File: src/rtl/mmio_responder_if.sv
// CPU-side memory bus between the RISC core and mmio_responder.
// Handshake: a command is valid while mem_cmd != NONE. The CPU holds
// mem_cmd/mem_addr/write_data stable until it sees the single-cycle
// resp_valid, then must return mem_cmd to NONE before it issues the next command.
interface mmio_responder_if #(
  parameter int DATA_W = 16,
  parameter int ADDR_W = 9
);
  logic [1:0]        mem_cmd;
  logic [ADDR_W-1:0] mem_addr;
  logic [DATA_W-1:0] write_data;
  logic [DATA_W-1:0] read_data;
  logic              resp_valid;
  logic              busy;

  modport master (
    output mem_cmd, mem_addr, write_data,
    input  read_data, resp_valid, busy
  );

  modport slave (
    input  mem_cmd, mem_addr, write_data,
    output read_data, resp_valid, busy
  );
endinterface

File: src/rtl/mmio_responder.sv
// Bus responder: decodes CPU commands to on-chip RAM or to the LEDR/TIMER/SW
// peripherals and answers each command with one registered resp_valid pulse.
module mmio_responder #(
  parameter int WAIT_STATES = 1,
  parameter int DATA_W      = 16,
  parameter int ADDR_W      = 9
) (
  input  logic              clk,
  input  logic              reset,
  mmio_responder_if.slave   bus,
  output logic [7:0]        ram_addr,
  output logic              ram_we,
  output logic [DATA_W-1:0] ram_wdata,
  input  logic [DATA_W-1:0] ram_rdata,
  input  logic [7:0]        sw_in,
  output logic [7:0]        ledr_out,
  output logic              bus_err,
  output logic [2:0]        dbg_state
);

  localparam logic [1:0] CMD_NONE  = 2'b00;
  localparam logic [1:0] CMD_READ  = 2'b01;
  localparam logic [1:0] CMD_WRITE = 2'b10;
  localparam logic [1:0] CMD_ILL   = 2'b11;

  localparam logic [ADDR_W-1:0] ADDR_LEDR  = ADDR_W'(9'h100);
  localparam logic [ADDR_W-1:0] ADDR_TIMER = ADDR_W'(9'h120);
  localparam logic [ADDR_W-1:0] ADDR_SW    = ADDR_W'(9'h140);

  localparam logic [2:0] WAIT_LAST = (WAIT_STATES > 0) ? 3'(WAIT_STATES - 1) : 3'd0;

  typedef enum logic [2:0] {
    S_IDLE   = 3'd0,
    S_ACCESS = 3'd1,
    S_FETCH  = 3'd2,
    S_WAIT   = 3'd3,
    S_RESP   = 3'd4,
    S_HOLD   = 3'd5
  } state_t;

  state_t            state, state_nxt;
  logic [2:0]        wait_cnt;
  logic              lat_write;
  logic [ADDR_W-1:0] lat_addr;
  logic [DATA_W-1:0] lat_wdata;
  logic [DATA_W-1:0] rd_data_q;
  logic [DATA_W-1:0] rd_mux;
  logic [15:0]       timer;
  logic [7:0]        sw_meta, sw_sync;
  logic [7:0]        led_q;
  logic              err_q;
  logic              sel_ram, sel_led, sel_timer, sel_sw, sel_unmapped;
  logic              cmd_take, cmd_ill;
  logic              resp_valid_c, busy_c, ram_we_c;

  assign cmd_take = (bus.mem_cmd == CMD_READ) || (bus.mem_cmd == CMD_WRITE);
  assign cmd_ill  = (bus.mem_cmd == CMD_ILL);

  // Decode always works on the latched address so it is stable for the whole transaction.
  assign sel_ram      = ~lat_addr[8];
  assign sel_led      = (lat_addr == ADDR_LEDR);
  assign sel_timer    = (lat_addr == ADDR_TIMER);
  assign sel_sw       = (lat_addr == ADDR_SW);
  assign sel_unmapped = ~sel_ram & ~sel_led & ~sel_timer & ~sel_sw;

  always_comb begin
    rd_mux = '0;
    if (sel_ram)        rd_mux = ram_rdata;
    else if (sel_led)   rd_mux = DATA_W'(led_q);
    else if (sel_timer) rd_mux = DATA_W'(timer);
    else if (sel_sw)    rd_mux = DATA_W'(sw_sync);
  end

  always_ff @(posedge clk or negedge reset) begin
    if (!reset) state <= S_IDLE;
    else        state <= state_nxt;
  end

  always_comb begin
    state_nxt    = state;
    resp_valid_c = 1'b0;
    busy_c       = (state != S_IDLE);
    ram_we_c     = 1'b0;
    case (state)
      S_IDLE:   if (cmd_take) state_nxt = S_ACCESS;
      S_ACCESS: begin
        ram_we_c  = lat_write & sel_ram;
        state_nxt = S_FETCH;
      end
      S_FETCH:  state_nxt = (WAIT_STATES > 0) ? S_WAIT : S_RESP;
      S_WAIT:   if (wait_cnt == WAIT_LAST) state_nxt = S_RESP;
      S_RESP: begin
        resp_valid_c = 1'b1;
        state_nxt    = S_HOLD;
      end
      // A command still asserted after the response is the same command, never a new one.
      S_HOLD:   if (bus.mem_cmd == CMD_NONE) state_nxt = S_IDLE;
      default:  state_nxt = S_IDLE;
    endcase
  end

  always_ff @(posedge clk or negedge reset) begin
    if (!reset) wait_cnt <= '0;
    else if (state == S_WAIT) wait_cnt <= wait_cnt + 3'd1;
    else wait_cnt <= '0;
  end

  always_ff @(posedge clk or negedge reset) begin
    if (!reset) begin
      lat_write <= 1'b0;
      lat_addr  <= '0;
      lat_wdata <= '0;
    end else if (state == S_IDLE && cmd_take) begin
      lat_write <= (bus.mem_cmd == CMD_WRITE);
      lat_addr  <= bus.mem_addr;
      lat_wdata <= bus.write_data;
    end
  end

  always_ff @(posedge clk or negedge reset) begin
    if (!reset) begin
      led_q <= '0;
      err_q <= 1'b0;
    end else begin
      if (state == S_ACCESS && lat_write && sel_led) led_q <= lat_wdata[7:0];
      if ((state == S_ACCESS && sel_unmapped) || (state == S_IDLE && cmd_ill)) err_q <= 1'b1;
    end
  end

  // A clear write wins over the free-running increment.
  always_ff @(posedge clk or negedge reset) begin
    if (!reset) timer <= '0;
    else if (state == S_ACCESS && lat_write && sel_timer) timer <= '0;
    else timer <= timer + 16'd1;
  end

  always_ff @(posedge clk or negedge reset) begin
    if (!reset) begin
      sw_meta <= '0;
      sw_sync <= '0;
    end else begin
      sw_meta <= sw_in;
      sw_sync <= sw_meta;
    end
  end

  always_ff @(posedge clk or negedge reset) begin
    if (!reset) rd_data_q <= '0;
    else if (state == S_FETCH && !lat_write) rd_data_q <= rd_mux;
  end

  assign bus.read_data  = rd_data_q;
  assign bus.resp_valid = resp_valid_c;
  assign bus.busy       = busy_c;
  assign ram_addr       = lat_addr[7:0];
  assign ram_we         = ram_we_c;
  assign ram_wdata      = lat_wdata;
  assign ledr_out       = led_q;
  assign bus_err        = err_q;
  assign dbg_state      = state;

endmodule

File: src/flat_wrapper.sv
// flat-port wrapper written by rule: the top's interface ports become plain ports
module mmio_responder_flat 
#(
  parameter int WAIT_STATES = 1,
  parameter int DATA_W      = 16,
  parameter int ADDR_W      = 9
)
  (clk, reset, ram_addr, ram_we, ram_wdata, ram_rdata, sw_in, ledr_out, bus_err, dbg_state, bus_mem_cmd, bus_mem_addr, bus_write_data, bus_read_data, bus_resp_valid, bus_busy);
  mmio_responder_if #(.DATA_W(DATA_W), .ADDR_W(ADDR_W)) bus_i ();
  input  logic clk;
  input  logic reset;
  output logic [7:0] ram_addr;
  output logic ram_we;
  output logic [DATA_W-1:0] ram_wdata;
  input  logic [DATA_W-1:0] ram_rdata;
  input  logic [7:0] sw_in;
  output logic [7:0] ledr_out;
  output logic bus_err;
  output logic [2:0] dbg_state;
  input wire logic [$bits(bus_i.mem_cmd)-1:0] bus_mem_cmd;
  input wire logic [$bits(bus_i.mem_addr)-1:0] bus_mem_addr;
  input wire logic [$bits(bus_i.write_data)-1:0] bus_write_data;
  output wire logic [$bits(bus_i.read_data)-1:0] bus_read_data;
  output wire logic [$bits(bus_i.resp_valid)-1:0] bus_resp_valid;
  output wire logic [$bits(bus_i.busy)-1:0] bus_busy;
  assign bus_i.mem_cmd = bus_mem_cmd;
  assign bus_i.mem_addr = bus_mem_addr;
  assign bus_i.write_data = bus_write_data;
  assign bus_read_data = bus_i.read_data;
  assign bus_resp_valid = bus_i.resp_valid;
  assign bus_busy = bus_i.busy;
  mmio_responder #(.WAIT_STATES(WAIT_STATES), .DATA_W(DATA_W), .ADDR_W(ADDR_W)) u_core (.clk(clk), .reset(reset), .bus(bus_i), .ram_addr(ram_addr), .ram_we(ram_we), .ram_wdata(ram_wdata), .ram_rdata(ram_rdata), .sw_in(sw_in), .ledr_out(ledr_out), .bus_err(bus_err), .dbg_state(dbg_state));
endmodule
File: config.mk
export PLATFORM = sky130hd
export DESIGN_NAME = mmio_responder_flat
export DESIGN_NICKNAME = d
export VERILOG_FILES = /design/src/rtl/mmio_responder_if.sv /design/src/rtl/mmio_responder.sv /design/src/flat_wrapper.sv
export SDC_FILE = /design/constraint.sdc
export NUM_CORES = 1
export LEC_CHECK = 0
export ABC_AREA = 1
export CAP_MARGIN = 20
export CORE_MARGIN = 3
export CORE_UTILIZATION = 40
export DETAILED_ROUTE_END_ITERATION = 10
export PLACE_DENSITY = 0.68
export SETUP_SLACK_MARGIN = 0.1
export SYNTH_ARGS = -nofsm -noshare
export SYNTH_HDL_FRONTEND = slang
export SYNTH_SLANG_ARGS = --single-unit
File: constraint.sdc
create_clock -name clk -period 1.4 [get_ports clk]
set_input_delay 0.28 -clock clk [delete_from_list [all_inputs] [get_ports clk]]
set_output_delay 0.28 -clock clk [all_outputs]
set_load 0.05 [all_outputs]
# Word-level counts from Yosys, hierarchy flattened

Index checks and enable logic that the tools add are counted.

Mux-type cells: 12
Add/sub/neg operators: 2
Equal/unequal tests: 14
Reductions and logical operators: 15
Bitwise logic cells: 8

Operators with widths:

| cell                                                                     | count |
|---|---|
| 16-bit 2-to-1 mux                                                        | 4 |
| 9-bit == test (second input constant)                                    | 3 |
| 3-bit case mux with 6 select lines                                       | 1 |
| 16-bit by 1-bit adder with 16-bit output (second input constant)         | 1 |
| 3-bit 2-to-1 mux                                                         | 4 |
| 8-bit 2-to-1 mux                                                         | 1 |
| 1-bit logical AND                                                        | 7 |
| 3-bit by 2-bit == test with 1-bit output (second input constant)         | 2 |
| 3-bit == test (second input constant)                                    | 2 |
| 3-bit zero test                                                          | 2 |
| 2-bit by 1-bit inequality test with 1-bit output (second input constant) | 3 |
| 1-bit bitwise AND                                                        | 4 |
| 2-bit == test (second input constant)                                    | 2 |
| 1-bit inverter                                                           | 4 |
| 3-bit by 1-bit adder with 3-bit output (second input constant)           | 1 |
| 3-bit by 1-bit == test with 1-bit output (second input constant)         | 1 |
| 3-bit AND reduction                                                      | 1 |
| 3-bit nonzero test                                                       | 1 |
| 2-bit by 1-bit == test with 1-bit output (second input constant)         | 1 |
| 2-bit zero test                                                          | 1 |
| 1-bit logical OR                                                         | 2 |
| 1-bit 2-to-1 mux                                                         | 2 |
| 1-bit zero test                                                          | 1 |

Word-level logic and storage cells: 62
Register bits after elaboration: 89
Input bits: 53
Output and inout port bits: 55

# Longest topological paths before layout

Depth in word-level cells: 7
Mapped depth: 8
Depth with buffers taken out: 8

# Worst setup path after synthesis

OpenSTA, ideal clock, no wires.

Path type: flip-flop to output port
Start point: register u_core.state[0] (netlist: u_core.dbg_state[0])
End point: output ram_we
Data required time: 1120 ps
Slack: -717 ps
Path buffers: 1
Cell stages (with the launch flop): 6
Arrival time: 1837 ps
Cells stage by stage: dfrtp_1 inv_2 nor3_2 nand2_2 buf_6 nor2_1

Cells in the longest elaborated chain, start to end: 2

Ends and longest elaborated chain:

| element                                  | line                 | text |
|---|---|---|
| start: declaration                       | mmio_responder.sv:41 | `state_t state, state_nxt;` |
| start signal: assignment                 | mmio_responder.sv:76 | `else state <= state_nxt;` |
| 3-bit by 1-bit == test with 1-bit output | mmio_responder.sv:84 | `case (state)` |
| 1-bit 2-to-1 mux                         | mmio_responder.sv:84 |  |
| end: declaration                         | flat_wrapper.sv:13   | `output logic ram_we;` |

No other way between the ends.

# Worst setup path after layout

Start point: register u_core.state[1] (netlist: u_core.dbg_state[1])
End point: output ram_we

Same word-level chain as after synthesis.

==> metrics.log <==
[metrics] Total Die Area: 0.0115 mm2
[metrics] crit-path leading delay family: simple AND/OR/NAND/NOR gates
[metrics] cell area reported after detailed placement: 0.00608 mm2
[metrics] detail-routed net length per standard cell: 15.9 um
[metrics] category of the worst setup path capture point: output port
[metrics] sequential share of the synthesized area: around 54%
[metrics] antenna cells: 0
[metrics] launch instance of the worst register-to-register path: u_core.dbg_state[2]
[metrics] final design utilization: 70.1%
[metrics] maximum frequency from static timing analysis: 0.576 GHz
[metrics] standard-cell row count: 36
[metrics] Iteration-0 DRC Markers: between 100 and 150
[metrics] Num CTS Buffers: 9
[metrics] fin area: 0.00692 mm2
[metrics] routed via count divided by cell count: 4.94
[metrics] count of cell types in the netlist: 26
[metrics] peak fanout along the critical path: 3
[metrics] Leakage Power: 3.26 nW
[metrics] Hold WC Path Type: input pin to flip-flop
[metrics] number of cells on the worst hold path: 1
[metrics] WP data arrival: 1.46 ns
[metrics] CTS tree: done
[metrics] NumNets Final: 704
[metrics] tightest hold margin: about 0.34 ns
[metrics] power per standard cell area: 2270 mW/mm2
[metrics] Initial Utilization: around two fifths
[metrics] XOR/XNOR Fraction of Synth Area: 1.06%
[metrics] crit path from: u_core.dbg_state[1]
[metrics] number of hold violations in the final report: 0
[metrics] failing checks: setup timing
[metrics] hold endpoint: u_core.sw_meta[4]
[metrics] adder and majority cell fraction of the synthesized area: between 1.5 and 2%
[metrics] Inst Count DP: 743
[metrics] crit share post-route: 124%
[metrics] All-Layer GR Usage: 20.6%
[metrics] Bufs on Longest Clock Path: 2
[metrics] CTS HTree Levels: 3
[metrics] CTS Root Cell: sky130_fd_sc_hd__clkbuf_8
[metrics] layout overhead on the synthesized area: 68.2%
[metrics] outcome: finished with violations
[metrics] Max stage delay cell, worst path: sky130_fd_sc_hd__dfrtp_2
[metrics] setup slack of the most critical reg-to-reg path: -0.11 ns
[metrics] required time reported for the critical path endpoint: about 1.1 ns
[metrics] floorplan die height: 107 um
[metrics] Finish-stage setup viols: 56
[metrics] Worst Max-Slew Pin Slew: 0.479 ns
[metrics] reg-to-reg critical path endpoint: u_core.bus.read_data[6]
[metrics] Die Span X: 107 um
[metrics] number of synthesis warnings: 0
[metrics] vias after detailed routing: 3,865
[metrics] number of max-cap violations: 0
[metrics] wire length reported by the detailed router: 12,500 um
[metrics] Reg area: 0.00223 mm2
[metrics] drt drc: 0
[metrics] area used by multi-input combinational logic: 0.00191 mm2
[metrics] portion of netlist area occupied by mux cells: 0%
[metrics] vias in the first global route: between 3,000 and 4,000
[metrics] DR pass1 iterations: 4
[metrics] min Tclk post-route: 1.74 ns
[metrics] worst min-delay path startpoint: sw_in[4]
[metrics] reg2reg path depth: 6
[metrics] Port Buffers: 107
[metrics] worst setup margin: -0.337 ns
[metrics] post-route ant nets: 0
[metrics] slew margin rel.: just under 70%
[metrics] worst-case setup slack after placement: -0.324 ns
[metrics] clock tree skew after final layout: roughly 0.011 ns
[metrics] unrepaired setup endpoints after global routing: true
[metrics] final HPWL from detailed placement: 8140 um
[metrics] Gate Count Post-Synth: 488
[metrics] gpl congestion: 0.868
[metrics] flop and latch count out of synthesis: 89
[metrics] Top-Level Pins: 108
[metrics] max incr delay on CP: approximately 0.46 ns
[metrics] initial antenna violation count: 0
[metrics] Worst Setup Path Type: flip-flop to output port
[metrics] leftover overflow at the end of global routing: 0
[metrics] clock sink count: 89
[metrics] buffer and inverter count on the worst path: 1
[metrics] clock slew at the register clock pins of the worst setup and hold paths: 0.10 ns
[metrics] Skew-Pair Late Insertion Delay: between 0.3 and 0.4 ns
[metrics] Core Box Area: 0.00986 mm2
[metrics] Mapped Nets: 547
[metrics] largest vdd supply drop: between 1.5 and 2 mV
[metrics] average cell area after synthesis: 8.43 um2
[metrics] post-synthesis compound-gate area fraction: 5.99%
[metrics] Final Instance Count excl. Fillers: 783
[metrics] Simple-Gate Fraction of Synth Area: 30.1%
[metrics] type of origin of the critical path: flip-flop
[metrics] count of pins over their slew limit: 0
[metrics] main combinational cell family by area after synthesis: simple AND/OR/NAND/NOR gates
[metrics] Filler Cell Count: 704
[metrics] wire length of the first global-routing pass: about 19,000 um
[metrics] synthesized area: 0.00411 mm2
[metrics] critical path, cell by cell: nor3_4 -> nand2_2 -> nor2_4 -> buf_12
[metrics] fraction of layout cells with a size suffix above 1: approximately a third
[metrics] maximum number of pins on one net before global-route repair: 90
[cell families (layout without fill, tap and decap cells)]
logic type | Yosys count | count (layout)
flops | 89 | 89
buf+inv | 58 | 219
compound gates | 48 | 48
xor+xnor | 5 | 5
simple gates | 282 | 283
fa+ha+maj | 6 | 6
[timing repair]
action                                  4_1_cts  5_1_grt
hold buffers                                  1        0
setup buffers                                 9       12
cloned                                        2        3
endpoints found under the hold margin        89        0
endpoints found under the setup margin       70       86
pin swaps                                    17       15
resized for setup                            67       56
[worst register-to-register path: cells and delay by family, from the launching register on]
kind / cells / cell delay, ns
simple gates: 5 / 0.78
flops: 1 / 0.45
compound gates: 1 / 0.17
[power by group]
group / total, W / switching [W] / internal (W)
clock: 0.00199 / 0.000965 / 0.00103
sequential: 0.00436 / 0.000994 / 0.00337
combinational: 0.00938 / 0.00500 / 0.00439
total: 0.0157 / 0.00696 / 0.00878
[per-layer routing]
layer  wire [um]  GRT usage (%)
met3         844           5.28
met1        4680           24.3
met2        6470           35.1
met5           0              0
met4         479           9.74
[final cells by class]
type | instances | area share [%]
repair buffers | 169 | 32.4
flip-flops and latches | 89 | 32.3
clock inverters | 7 | 1.48
inverters | 34 | 2.01
clock buffers | 9 | 1.79
multi-input cells | 342 | 27.6
well taps | 133 | 2.41
[synthesized netlist by cell type]
library cell               number  area share [%]
sky130_fd_sc_hd__a21oi_1       31             3.8
sky130_fd_sc_hd__a31o_2         1            0.21
sky130_fd_sc_hd__buf_2          8            0.97
sky130_fd_sc_hd__buf_4          9             1.6
sky130_fd_sc_hd__buf_6          3            0.82
sky130_fd_sc_hd__clkbuf_1       4            0.36
sky130_fd_sc_hd__dfrtp_1       89              54
sky130_fd_sc_hd__ha_1           6             1.8
sky130_fd_sc_hd__inv_1         29             2.6
sky130_fd_sc_hd__inv_2          5            0.46
sky130_fd_sc_hd__nand2_1      119              11
sky130_fd_sc_hd__nand2_2        4            0.61
sky130_fd_sc_hd__nand2_4        1            0.27
sky130_fd_sc_hd__nand3_1       54             6.6
sky130_fd_sc_hd__nand3b_1       1            0.18
sky130_fd_sc_hd__nand4_1        8             1.2
sky130_fd_sc_hd__nor2_1        81             7.4
sky130_fd_sc_hd__nor2_2         5            0.76
sky130_fd_sc_hd__nor2_4         4             1.1
sky130_fd_sc_hd__nor2_8         1            0.49
sky130_fd_sc_hd__nor3_1         3            0.36
sky130_fd_sc_hd__nor3_2         1            0.24
sky130_fd_sc_hd__o21ai_0       15             1.8
sky130_fd_sc_hd__o21bai_1       1            0.18
sky130_fd_sc_hd__xnor2_1        2            0.43
sky130_fd_sc_hd__xor2_1         3            0.64
[per-stage QoR]
| step | total power [W] | TNS (ns) |
|---|---|---|
| after global placement | 0.0121 | -6.44 |
| after detailed placement | 0.0122 | -8.25 |
| final | 0.0157 | -3.52 |
| after CTS | 0.0149 | -1.83 |
| after global routing | 0.0165 | -7.95 |
| after floorplan | 0.00830 | -0.530 |
[flip-flops by register name (all words and copies together), names as in the netlist]
register	count
u_core.bus.read_data	16
u_core.ram_wdata	16
u_core.timer	16
u_core.lat_addr	9
u_core.ledr_out	8
u_core.sw_meta	8
u_core.sw_sync	8
u_core.dbg_state	3
u_core.wait_cnt	3
u_core.bus_err	1
u_core.lat_write	1
[cell usage in the layout, fill, tap and decap left out, drive strengths merged]
cell type	synthesis	layout
ha	6	6
nand2	124	125
nand3	54	54
o21ai	15	15
dfrtp	89	89
xor2	3	3
xnor2	2	2
bufinv	0	2
clkdlybuf4s50	0	51
nand4	8	8
clkinvlp	0	1
nand3b	1	1
dlygate4sd3	0	1
a31o	1	1
a21oi	31	31
buf	20	115
nor3	4	4
nor2	91	91
clkinv	0	3
o21bai	1	1
inv	34	35
clkbuf	4	11
[how the worst max path moves through the flow]
| stage | end | slack [ns] | cells after the start |
|---|---|---|---|
| floorplan | ram_we | -0.19 | 4 |
| global placement | u_core.lat_addr[8] | -0.25 | 7 |
| detailed placement | u_core.ram_wdata[10] | -0.32 | 7 |
| CTS | ram_we | -0.28 | 5 |
| global route | ram_we | -0.38 | 4 |
| finish | ram_we | -0.34 | 4 |
Note: power is estimated with default switching activity, not from simulation.
